===== src/rtl/register_bank_if.sv =====
// register_bank_if -- request/response bundle for register_bank.
//   Parameters: WIDTH (data width), ADDR_W (address width).
//   Signals:
//     En              bank enable
//     Write, WrAddr   write request and address; in carries the write data
//     ReadA, RdAddrA  port A read request and address
//     outA, ValidA    port A registered read data and its valid flag
//     ReadB, RdAddrB  port B read request and address
//     outB, ValidB    port B registered read data and its valid flag
//   Modports: master (requester), slave (register_bank).
interface register_bank_if #(
  parameter int WIDTH  = 64,
  parameter int ADDR_W = 3
);
  logic              En;
  logic              Write;
  logic [ADDR_W-1:0] WrAddr;
  logic [WIDTH-1:0]  in;
  logic              ReadA;
  logic [ADDR_W-1:0] RdAddrA;
  logic [WIDTH-1:0]  outA;
  logic              ValidA;
  logic              ReadB;
  logic [ADDR_W-1:0] RdAddrB;
  logic [WIDTH-1:0]  outB;
  logic              ValidB;

  modport master (
    output En, Write, WrAddr, in, ReadA, RdAddrA, ReadB, RdAddrB,
    input  outA, ValidA, outB, ValidB
  );

  modport slave (
    input  En, Write, WrAddr, in, ReadA, RdAddrA, ReadB, RdAddrB,
    output outA, ValidA, outB, ValidB
  );
endinterface


===== src/rtl/register_bank.sv =====
// register_bank -- 2**ADDR_W x WIDTH register file, one write port and two
// independent registered read ports (1-cycle latency, fully pipelined).
//   Ports:
//     Clk  single clock, rising edge
//     Rst  synchronous active-high reset; clears storage and both read ports
//     bus  register_bank_if.slave (enable, write port, read ports A/B)
//   Build option:
//     REGISTER_BANK_BYPASS_EN  when defined, a read of the address written in
//                              the same cycle returns the incoming write data;
//                              otherwise it returns the pre-write contents.
module register_bank #(
  parameter int WIDTH  = 64,
  parameter int ADDR_W = 3
) (
  input  logic            Clk,
  input  logic            Rst,
  register_bank_if.slave  bus
);
  localparam int DEPTH = 1 << ADDR_W;

  logic [WIDTH-1:0] mem_q [DEPTH];
  logic [WIDTH-1:0] mem_d [DEPTH];
  logic [WIDTH-1:0] out_a_q, out_a_d;
  logic [WIDTH-1:0] out_b_q, out_b_d;
  logic             valid_a_q, valid_a_d;
  logic             valid_b_q, valid_b_d;

  always_comb begin
    mem_d = mem_q;
    if (bus.En && bus.Write) begin
      mem_d[bus.WrAddr] = bus.in;
    end
  end

`ifdef REGISTER_BANK_BYPASS_EN
  // Forward the incoming write data when a read hits the word being written.
  logic hit_a, hit_b;
  assign hit_a = bus.Write && (bus.WrAddr == bus.RdAddrA);
  assign hit_b = bus.Write && (bus.WrAddr == bus.RdAddrB);
`endif

  always_comb begin
    out_a_d   = out_a_q;
    valid_a_d = 1'b0;
    if (bus.En && bus.ReadA) begin
      valid_a_d = 1'b1;
`ifdef REGISTER_BANK_BYPASS_EN
      out_a_d = hit_a ? bus.in : mem_q[bus.RdAddrA];
`else
      out_a_d = mem_q[bus.RdAddrA];
`endif
    end
  end

  always_comb begin
    out_b_d   = out_b_q;
    valid_b_d = 1'b0;
    if (bus.En && bus.ReadB) begin
      valid_b_d = 1'b1;
`ifdef REGISTER_BANK_BYPASS_EN
      out_b_d = hit_b ? bus.in : mem_q[bus.RdAddrB];
`else
      out_b_d = mem_q[bus.RdAddrB];
`endif
    end
  end

  always_ff @(posedge Clk) begin
    if (Rst) begin
      for (int i = 0; i < DEPTH; i++) begin
        mem_q[i] <= '0;
      end
      out_a_q   <= '0;
      out_b_q   <= '0;
      valid_a_q <= 1'b0;
      valid_b_q <= 1'b0;
    end else begin
      mem_q     <= mem_d;
      out_a_q   <= out_a_d;
      out_b_q   <= out_b_d;
      valid_a_q <= valid_a_d;
      valid_b_q <= valid_b_d;
    end
  end

  assign bus.outA   = out_a_q;
  assign bus.ValidA = valid_a_q;
  assign bus.outB   = out_b_q;
  assign bus.ValidB = valid_b_q;
endmodule


===== src/flat_wrapper.sv =====
// flat-port wrapper written by rule: the top's interface ports become plain ports
module register_bank_flat 
#(
  parameter int WIDTH  = 64,
  parameter int ADDR_W = 3
)
  (Clk, Rst, bus_En, bus_Write, bus_WrAddr, bus_in, bus_ReadA, bus_RdAddrA, bus_ReadB, bus_RdAddrB, bus_outA, bus_ValidA, bus_outB, bus_ValidB);
  register_bank_if #(.WIDTH(WIDTH), .ADDR_W(ADDR_W)) bus_i ();
  input  logic Clk;
  input  logic Rst;
  input wire logic [$bits(bus_i.En)-1:0] bus_En;
  input wire logic [$bits(bus_i.Write)-1:0] bus_Write;
  input wire logic [$bits(bus_i.WrAddr)-1:0] bus_WrAddr;
  input wire logic [$bits(bus_i.in)-1:0] bus_in;
  input wire logic [$bits(bus_i.ReadA)-1:0] bus_ReadA;
  input wire logic [$bits(bus_i.RdAddrA)-1:0] bus_RdAddrA;
  input wire logic [$bits(bus_i.ReadB)-1:0] bus_ReadB;
  input wire logic [$bits(bus_i.RdAddrB)-1:0] bus_RdAddrB;
  output wire logic [$bits(bus_i.outA)-1:0] bus_outA;
  output wire logic [$bits(bus_i.ValidA)-1:0] bus_ValidA;
  output wire logic [$bits(bus_i.outB)-1:0] bus_outB;
  output wire logic [$bits(bus_i.ValidB)-1:0] bus_ValidB;
  assign bus_i.En = bus_En;
  assign bus_i.Write = bus_Write;
  assign bus_i.WrAddr = bus_WrAddr;
  assign bus_i.in = bus_in;
  assign bus_i.ReadA = bus_ReadA;
  assign bus_i.RdAddrA = bus_RdAddrA;
  assign bus_i.ReadB = bus_ReadB;
  assign bus_i.RdAddrB = bus_RdAddrB;
  assign bus_outA = bus_i.outA;
  assign bus_ValidA = bus_i.ValidA;
  assign bus_outB = bus_i.outB;
  assign bus_ValidB = bus_i.ValidB;
  register_bank #(.WIDTH(WIDTH), .ADDR_W(ADDR_W)) u_core (.Clk(Clk), .Rst(Rst), .bus(bus_i));
endmodule

===== config.mk =====
export PLATFORM = sky130hd
export DESIGN_NAME = register_bank_flat
export DESIGN_NICKNAME = d
export VERILOG_FILES = /design/src/rtl/register_bank_if.sv /design/src/rtl/register_bank.sv /design/src/flat_wrapper.sv
export SDC_FILE = /design/constraint.sdc
export NUM_CORES = 1
export LEC_CHECK = 0
export CELL_PAD_IN_SITES_DETAIL_PLACEMENT = 1
export CELL_PAD_IN_SITES_GLOBAL_PLACEMENT = 1
export CORE_AREA = 2 2 277 279
export CTS_CLUSTER_SIZE = 14
export DETAILED_ROUTE_END_ITERATION = 10
export DIE_AREA = 0 0 279 281
export PLACE_DENSITY_LB_ADDON = 0.25
export SLEW_MARGIN = 20
export SYNTH_ARGS = -nofsm -noshare
export SYNTH_HDL_FRONTEND = slang
export SYNTH_SLANG_ARGS = --single-unit

===== constraint.sdc =====
create_clock -name Clk -period 1.26 [get_ports Clk]
set_input_delay 0.126 -clock Clk [delete_from_list [all_inputs] [get_ports Clk]]
set_output_delay 0.126 -clock Clk [all_outputs]
set_load 0.02 [all_outputs]

==> reports/metrics.yaml, run 1 <==
cp_slowest_cell: "dfxtp_4"
nFillCells: 8773
grt_max_degree: 63
syn_nets: 3823
syn_inst: 3744
cp-end-kind: "output pin"
crit_family: "flip-flops"
grt_first_pass_wirelength_um: 178000
core_area_um2: 75400
slew_viol_final: 0
ys.flop_type: "dfxtp_1"
p_per_area_nw_per_um2: 1270
min_path_type: "in -> reg"
ys_types: 20
r2r-start: "u_core.mem_q[130]"
die_x_um: 279
rsz0062_at_grt: "true"
synth_enable_flop_cells: 0
critPathBufInv: 1
antenna_found_initial: 6
firstDrtPassIters: 5
grt_usage: 0.290
violations: "negative setup slack"
finalNetCount: 4063
gp_congestion: 0.809
dp_hpwl_um: 74500
synth_area_leaders: "dfxtp_1 43%, mux2i_1 17%, nand2_1 13%, a21oi_1 11%, a22oi_1 6.4%"
io_pins: 209
clk_pin_slew_ns: 0.06
fin_crit_sh: 1.01
numCtsBuffers: 74
die_y_um: 281
routed_via_density: 5.79
root_buffer: "clkbuf_16"
cts_buffer_depth: 3
totalWireLength_um: 120000
tightest_slew_ns: 0.418
cp-start-kind: "flip-flop"
fin_ws_ns: -0.0103
netlist_area_um2: 29900
insertion_delay_ns: 0.61
cp.required_ns: 1.13
critPathMaxStageDelay_ns: 0.40
first_global_vias: 30200
crit_start: "u_core.bus.outB[45]"
arrival_ns: 1.14
start_util: 0.396
hold_viol_final: 0
cts.sinks: 642
maxCapViolations: 0
slew_headroom: 0.720
power.leakage_uw: 0.0148
seq_area_frac_synth: 0.430
synth_top_area_share: 0.430
placedCellCount: 4857
yosysTopAreaCell: "dfxtp_1"
drc: 0
cts-htree-levels: 3
worst-path-max-fanout: 2
crit_type: "reg -> out"
drive_above_1_share: 0.163
cp_cell_sequence: "buf_6"
syn_to_final_growth_pct: 28.7
std_cell_rows: 101
vias: 29000
die_area_um2: 78400
grt-ovfl-total: 0
final_area_um2: 38500
antenna_left: 0
dr.first_iter.drc_count: 2084
fin_skew_ns: 0.0172
min_from: "bus_in[44]"
wl_per_cell_um: 24.0
synth_area_per_cell_um2: 7.98
finalSetupViolCount: 1
dpl_cell_area_um2: 35700
clock.fmax_ghz: 0.787
min_period_ns: 1.27
fin_cells: 5016
status: "complete, but fails checks"
synth_warnings: 0
cts_tree: "done"
portBuffers: 208
ir_worst_vdd_uv: 736
ys_ff_latch: 642
ys_async_sr_fraction: 0
==> sequential cells by signal (all words and copies together) (netlist names) <==
register	flops
u_core.mem_q	512
u_core.bus.outA	64
u_core.bus.outB	64
u_core.bus.ValidA	1
u_core.bus.ValidB	1
==> what timing repair did <==
action / in CTS / in global routing
pin swaps: 3 / 5
buffers inserted: 4 / 12
hold buffers: 1 / 0
hold endpoints to repair: 1 / 0
setup endpoints to repair: 154 / 267
resized for setup: 692 / 45
cloned: 1 / 11
==> cell usage after synthesis, types with 4 or more instances <==
cell type	number
nor2b_1	4
nand2_1	1027
nor2_2	4
and2_1	4
clkbuf_1	193
buf_2	146
buf_1	40
a21oi_1	640
a22oi_1	256
or2_1	4
nor2_1	134
nor3_1	128
mux2i_1	512
dfxtp_1	642
==> final cells by class <==
cell class	instances	area, µm²	area share
Clock inverter	8	71.3	0.00185
Timing Repair Buffer	543	6300	0.164
Sequential cell	642	12900	0.336
Clock buffer	119	2290	0.0595
Multi-Input combinational cell	2723	15600	0.406
Antenna cell	3	7.51	0.000195
Tap cell	978	1220	0.0318
==> routing by layer <==
| layer | track usage | vias to the layer above | share of wire |
|---|---|---|---|
| li1 | - | 13300 | - |
| met1 | 0.386 | 14800 | 0.44 |
| met2 | 0.488 | 804 | 0.48 |
| met3 | 0.0406 | 156 | 0.061 |
| met4 | 0.0827 | 6 | 0.020 |
| met5 | 0 | - | 0.00032 |
==> layout by cell type, fill, tap and decap left out, types with 2 or more instances in the layout <==
cell type and count:
a22oi_1 250, diode_2 3, buf_8 3, nand2_1 1025, a21oi_2 3, nor3_4 2, dlymetal6s2s_1 6, buf_4 261
buf_6 27, a21oi_1 637, clkbuf_1 24, nor3_1 128, a22oi_2 6, buf_12 139, nor2b_4 4, nor2_1 130
buf_2 25, clkinv_2 5, mux2i_1 512, clkbuf_8 16, dfxtp_1 596, or3_4 2, or2_4 6, and2_4 4
dlygate4sd2_1 3, clkdlybuf4s50_1 66, dfxtp_4 13, nand2_4 2, nor2_4 8, dfxtp_2 33, clkbuf_16 89
==> per-stage QoR <==
step                hold slack (ns)  utilization  TNS [ns]  setup slack (ns)  total power (µW)
global route                  0.187        0.510   -0.0452           -0.0261             50500
finish                        0.175        0.510   -0.0103           -0.0103             48900
global placement              0.455        0.473   -317.75            -0.733             27600
detailed placement            0.462        0.473   -357.10            -0.734             27700
CTS                           0.137        0.502   -0.0632           -0.0322             48900
floorplan                     0.344            -     -1.79           -0.0204             24700
==> final timing paths <==
kind,endpoint,slack (ns),cells past startpoint
worst max register to register,u_core.bus.outB[2],0.03,5
worst min-delay path,u_core.mem_q[428],0.17,3
worst min register to register,u_core.mem_q[192],0.47,2
worst max-delay path,bus_outB[45],-0.01,1
==> where the power goes <==
group          switching, µW  total [µW]  internal [µW]
clock network           8820       21400          12600
logic                   3650        6340           2700
registers                357       21200          20800
==> cell families after synthesis <==
logic type             Yosys count  synth area share
AO/OA/AOI/OAI                  896             0.171
buffers and inverters          379            0.0537
flip-flops                     642             0.430
multiplexers                   512             0.171
AND/OR/NAND/NOR               1315             0.173
Note: power is estimated with default switching activity, not from simulation.
==> run 2: changes to the inputs <==
--- a/config.mk
+++ b/config.mk
@@ -5,12 +5,14 @@
 export SDC_FILE = /design/constraint.sdc
 export NUM_CORES = 1
 export LEC_CHECK = 0
+export ABC_AREA = 1
+export CAP_MARGIN = 20
 export CELL_PAD_IN_SITES_DETAIL_PLACEMENT = 1
 export CELL_PAD_IN_SITES_GLOBAL_PLACEMENT = 1
-export CORE_AREA = 2 2 277 279
+export CORE_AREA = 2 2 291 293
 export CTS_CLUSTER_SIZE = 14
 export DETAILED_ROUTE_END_ITERATION = 10
-export DIE_AREA = 0 0 279 281
+export DIE_AREA = 0 0 293 295
 export PLACE_DENSITY_LB_ADDON = 0.25
 export SLEW_MARGIN = 20
 export SYNTH_ARGS = -nofsm -noshare
==> run 2 against run 1 <==
  * The run still ends with negative setup slack left
  * Sequential share of layout area is 0.67 points lower
  * Die area is 10% higher
  * Maximum frequency is 0.31% lower
  * Worst hold slack worse by 0.15 ns
  * Largest power group unchanged
  * Core utilization is 3.9 points lower
  * Sequential power hardly changed
  * Power is 7.1% higher
  * Clock-buffer cell count is 6 lower
  * Global-route usage is 1.8 points lower
  * First-iteration DRC count is 12% higher
  * Critical path depth stayed put
  * Setup slack worse by 0.0040 ns
==> reports/metrics.yaml, run 2 <==
holdBufCountCts: 0  # was 1
synth_area_per_cell_um2: 6.55  # was 7.98 µm²
first_global_vias: 32600  # was 30.2k
dr.first_iter.drc_count: 2332  # was 2084
final_util: 0.471  # was 0.510
min_from: "bus_RdAddrA[0]"  # was bus_in[44]
synth_enable_flop_cells: 0  # unchanged
totalWireLength_um: 120000  # about the same
syn_nets: 4871  # was 3823
min_period_ns: 1.27  # about the same
fin_skew_ns: 0.0258  # was 0.0172 ns
power.leakage_uw: 0.0174  # was 0.0148 µW
synth_top_area_share: 0.409  # was 0.430
routed_via_density: 5.47  # was 5.79
grt_util_met1: 0.368  # was 0.386
grt_first_pass_wirelength_um: 187000  # was 178000 µm
synth_area_leaders: "dfxtp_1 41%, nand2_1 14%, nand3_1 12%, a21oi_1 10%, o21ai_0 7.3%"  # was dfxtp_1 43%, mux2i_1 17%, nand2_1 13%, a21oi_1 11%, a22oi_1 6.4%
r2r-start: "u_core.mem_q[364]"  # was u_core.mem_q[130]
die_y_um: 295  # was 281 µm
use_met3: 0.0377  # was 0.0406
dp_hpwl_um: 77200  # was 74500 µm
crit_type: "reg -> out"  # unchanged
diodes: 0  # was 3
finalSetupViolCount: 1  # unchanged
crit_family: "flip-flops"  # unchanged
grt_max_degree: 73  # was 63
cp_cell_sequence: "buf_6"  # unchanged
rsz0062_at_grt: "true"  # unchanged
top_register: "u_core.mem_q"  # unchanged
io_pins: 209  # unchanged
core_area_um2: 83200  # was 75400 µm²
hold_viol_final: 0  # unchanged
cts-htree-levels: 3  # unchanged
clock.fmax_ghz: 0.785  # was 0.787 GHz
cts.sinks: 642  # unchanged
final_common_cell: "nand2_1"  # unchanged
cp-end-kind: "output pin"  # unchanged
yosysTopAreaCell: "dfxtp_1"  # unchanged
grt_usage: 0.272  # was 0.290
ys_async_sr_fraction: 0  # unchanged
fin_cells: 6055  # was 5016
top_usage_layer: "met2"  # unchanged
maxCapViolations: 0  # unchanged
critPathMaxStageDelay_ns: 0.39  # was 0.40 ns
cp_slowest_cell: "dfxtp_4"  # unchanged
die_x_um: 293  # was 279 µm
wl_per_cell_um: 19.9  # was 24.0 µm
syn_inst: 4792  # was 3744
gp_congestion: 0.839  # was 0.809
slew_viol_final: 0  # unchanged
min_path_type: "in -> reg"  # unchanged
hold_depth: 6  # was 3
seq_area_frac_synth: 0.409  # was 0.430
nFillCells: 10600  # was 8773
critPathBufInv: 1  # unchanged
fin_crit_sh: 1.01  # about the same
status: "complete, but fails checks"  # unchanged
arrival_ns: 1.15  # was 1.14 ns
cp-start-kind: "flip-flop"  # unchanged
syn_to_final_growth_pct: 24.8  # was 28.7%
tightest_slew_ns: 0.449  # was 0.418 ns
synth_warnings: 0  # unchanged
numCtsBuffers: 77  # was 74
reg2reg_setup_slack_ns: 0.15  # was 0.03 ns
use_met2: 0.448  # was 0.488
drive_above_1_share: 0.115  # was 0.163
synth.most_common_cell: "nand2_1"  # unchanged
dpl_cell_area_um2: 36700  # was 35700 µm²
netlist_top_cells_count: "1163 x nand2_1, 768 x nand3_1, 642 x dfxtp_1"  # was 1027 x nand2_1, 642 x dfxtp_1, 640 x a21oi_1
cts_tree: "done"  # unchanged
netlist_area_um2: 31400  # was 29900 µm²
cts_buffer_depth: 3  # unchanged
final_area_um2: 39200  # was 38500 µm²
vias: 33100  # was 29.0k
die_area_um2: 86400  # was 78400 µm²
insertion_delay_ns: 0.63  # was 0.61 ns
ys_ff_latch: 642  # unchanged
ys_types: 17  # was 20
ir_worst_vdd_uv: 1030  # was 736 µV
clk_pin_slew_ns: 0.06  # about the same
firstDrtPassIters: 5  # unchanged
r2r_cells: 6  # was 5
largest_reg_flops: 512  # unchanged
min_delay_worst_endpoint: "u_core.bus.outA[9]"  # was u_core.mem_q[428]
grt-ovfl-total: 0  # unchanged
placedCellCount: 5922  # was 4857
antenna_found_initial: 4  # was 6
p_per_area_nw_per_um2: 1340  # was 1270 nW/µm²
violations: "negative setup slack"  # unchanged
worstReg2RegEnd: "u_core.bus.outA[44]"  # was u_core.bus.outB[2]
start_util: 0.378  # was 0.396
final_cell_mix: "1155 x nand2_1, 768 x nand3_1, 640 x a21oi_1"  # was 1025 x nand2_1, 637 x a21oi_1, 596 x dfxtp_1
cp.required_ns: 1.13  # about the same
ys.flop_type: "dfxtp_1"  # unchanged
std_cell_rows: 106  # was 101
portBuffers: 208  # unchanged
worst-path-max-fanout: 2  # unchanged
slew_headroom: 0.700  # was 0.720
root_buffer: "clkbuf_16"  # unchanged
antenna_left: 0  # unchanged
finalNetCount: 5000  # was 4063
setup_tns_ns: -0.0142  # was -0.0103 ns
cts_setup_buffers: 0  # was 4
drc: 0  # unchanged
fin_ws_ns: -0.0142  # was -0.0103 ns
-- run 2: changes by cell type after synthesis, moves of 13 or more --
cell | previous run | this run
a22oi_1 | 256 | 0
buf_1 | 40 | 19
buf_2 | 146 | 240
buf_4 | 0 | 13
clkbuf_1 | 193 | 128
inv_1 | 0 | 519
mux2i_1 | 512 | 0
nand2_1 | 1027 | 1163
nand3_1 | 0 | 768
nor2_1 | 134 | 5
nor3_1 | 128 | 0
o21ai_0 | 0 | 456
o21ai_1 | 0 | 184
-- run 2: metrics by stage --
stage	power [µW]	setup slack, ns	hold slack [ns]
floorplan	25800	0.189	0.198
global placement	29500	-0.493	0.461
detailed placement	29600	-0.519	0.468
CTS	52800	-0.0450	0.0138
global route	54400	-0.0376	0.0666
finish	52300	-0.0142	0.0264
-- run 2: cell type report --
| cell class | instances | area, µm² | area share |
|---|---|---|---|
| Tap cell | 1080 | 1350 | 0.0345 |
| Timing Repair Buffer | 456 | 5600 | 0.143 |
| Inverter | 525 | 2010 | 0.0513 |
| Multi-Input combinational cell | 3219 | 14700 | 0.376 |
| Sequential cell | 642 | 12900 | 0.330 |
| Clock buffer | 113 | 2280 | 0.0583 |
| Clock inverter | 20 | 298 | 0.00760 |
-- run 2: how the worst max path moves through the flow --
stage | startpoint | end | slack [ns] | cells past startpoint
after detailed placement | bus_En | u_core.mem_q[511] | -0.52 | 8
final | u_core.bus.outA[26] | bus_outA[26] | -0.01 | 1
after CTS | u_core.bus.outA[26] | bus_outA[26] | -0.04 | 1
after global placement | bus_En | u_core.mem_q[194] | -0.49 | 8
after floorplan | bus_RdAddrA[0] | u_core.bus.outA[51] | 0.19 | 9
after global routing | u_core.bus.outA[26] | bus_outA[26] | -0.04 | 1
-- run 2: cells by family (layout without fill, tap and decap cells) --
family          Yosys count  count (layout)  synth area share
simple gates           1939            1939             0.263
flops                   642             642             0.409
compound gates         1280            1280             0.204
buf+inv                 931            1114             0.124
-- run 2: per-layer routing --
metal	vias up	wire length, µm
met2	809	54900
met5	-	52
met4	8	3060
met1	16200	56200
met3	197	6150
li1	15900	-
-- run 2: power by group --
| group | internal, µW | switching, µW | leakage (µW) | total [µW] |
|---|---|---|---|---|
| clock | 14000 | 9160 | 0.00127 | 23100 |
| combinational | 3020 | 4980 | 0.0109 | 8000 |
| sequential | 21000 | 262 | 0.00523 | 21200 |
| total | 37900 | 14400 | 0.0174 | 52300 |
-- run 2: repair_timing --
action                                  in CTS  in global routing
hold endpoints to repair                     0                  0
gates resized for setup                    706                 30
endpoints found under the setup margin     130                 29
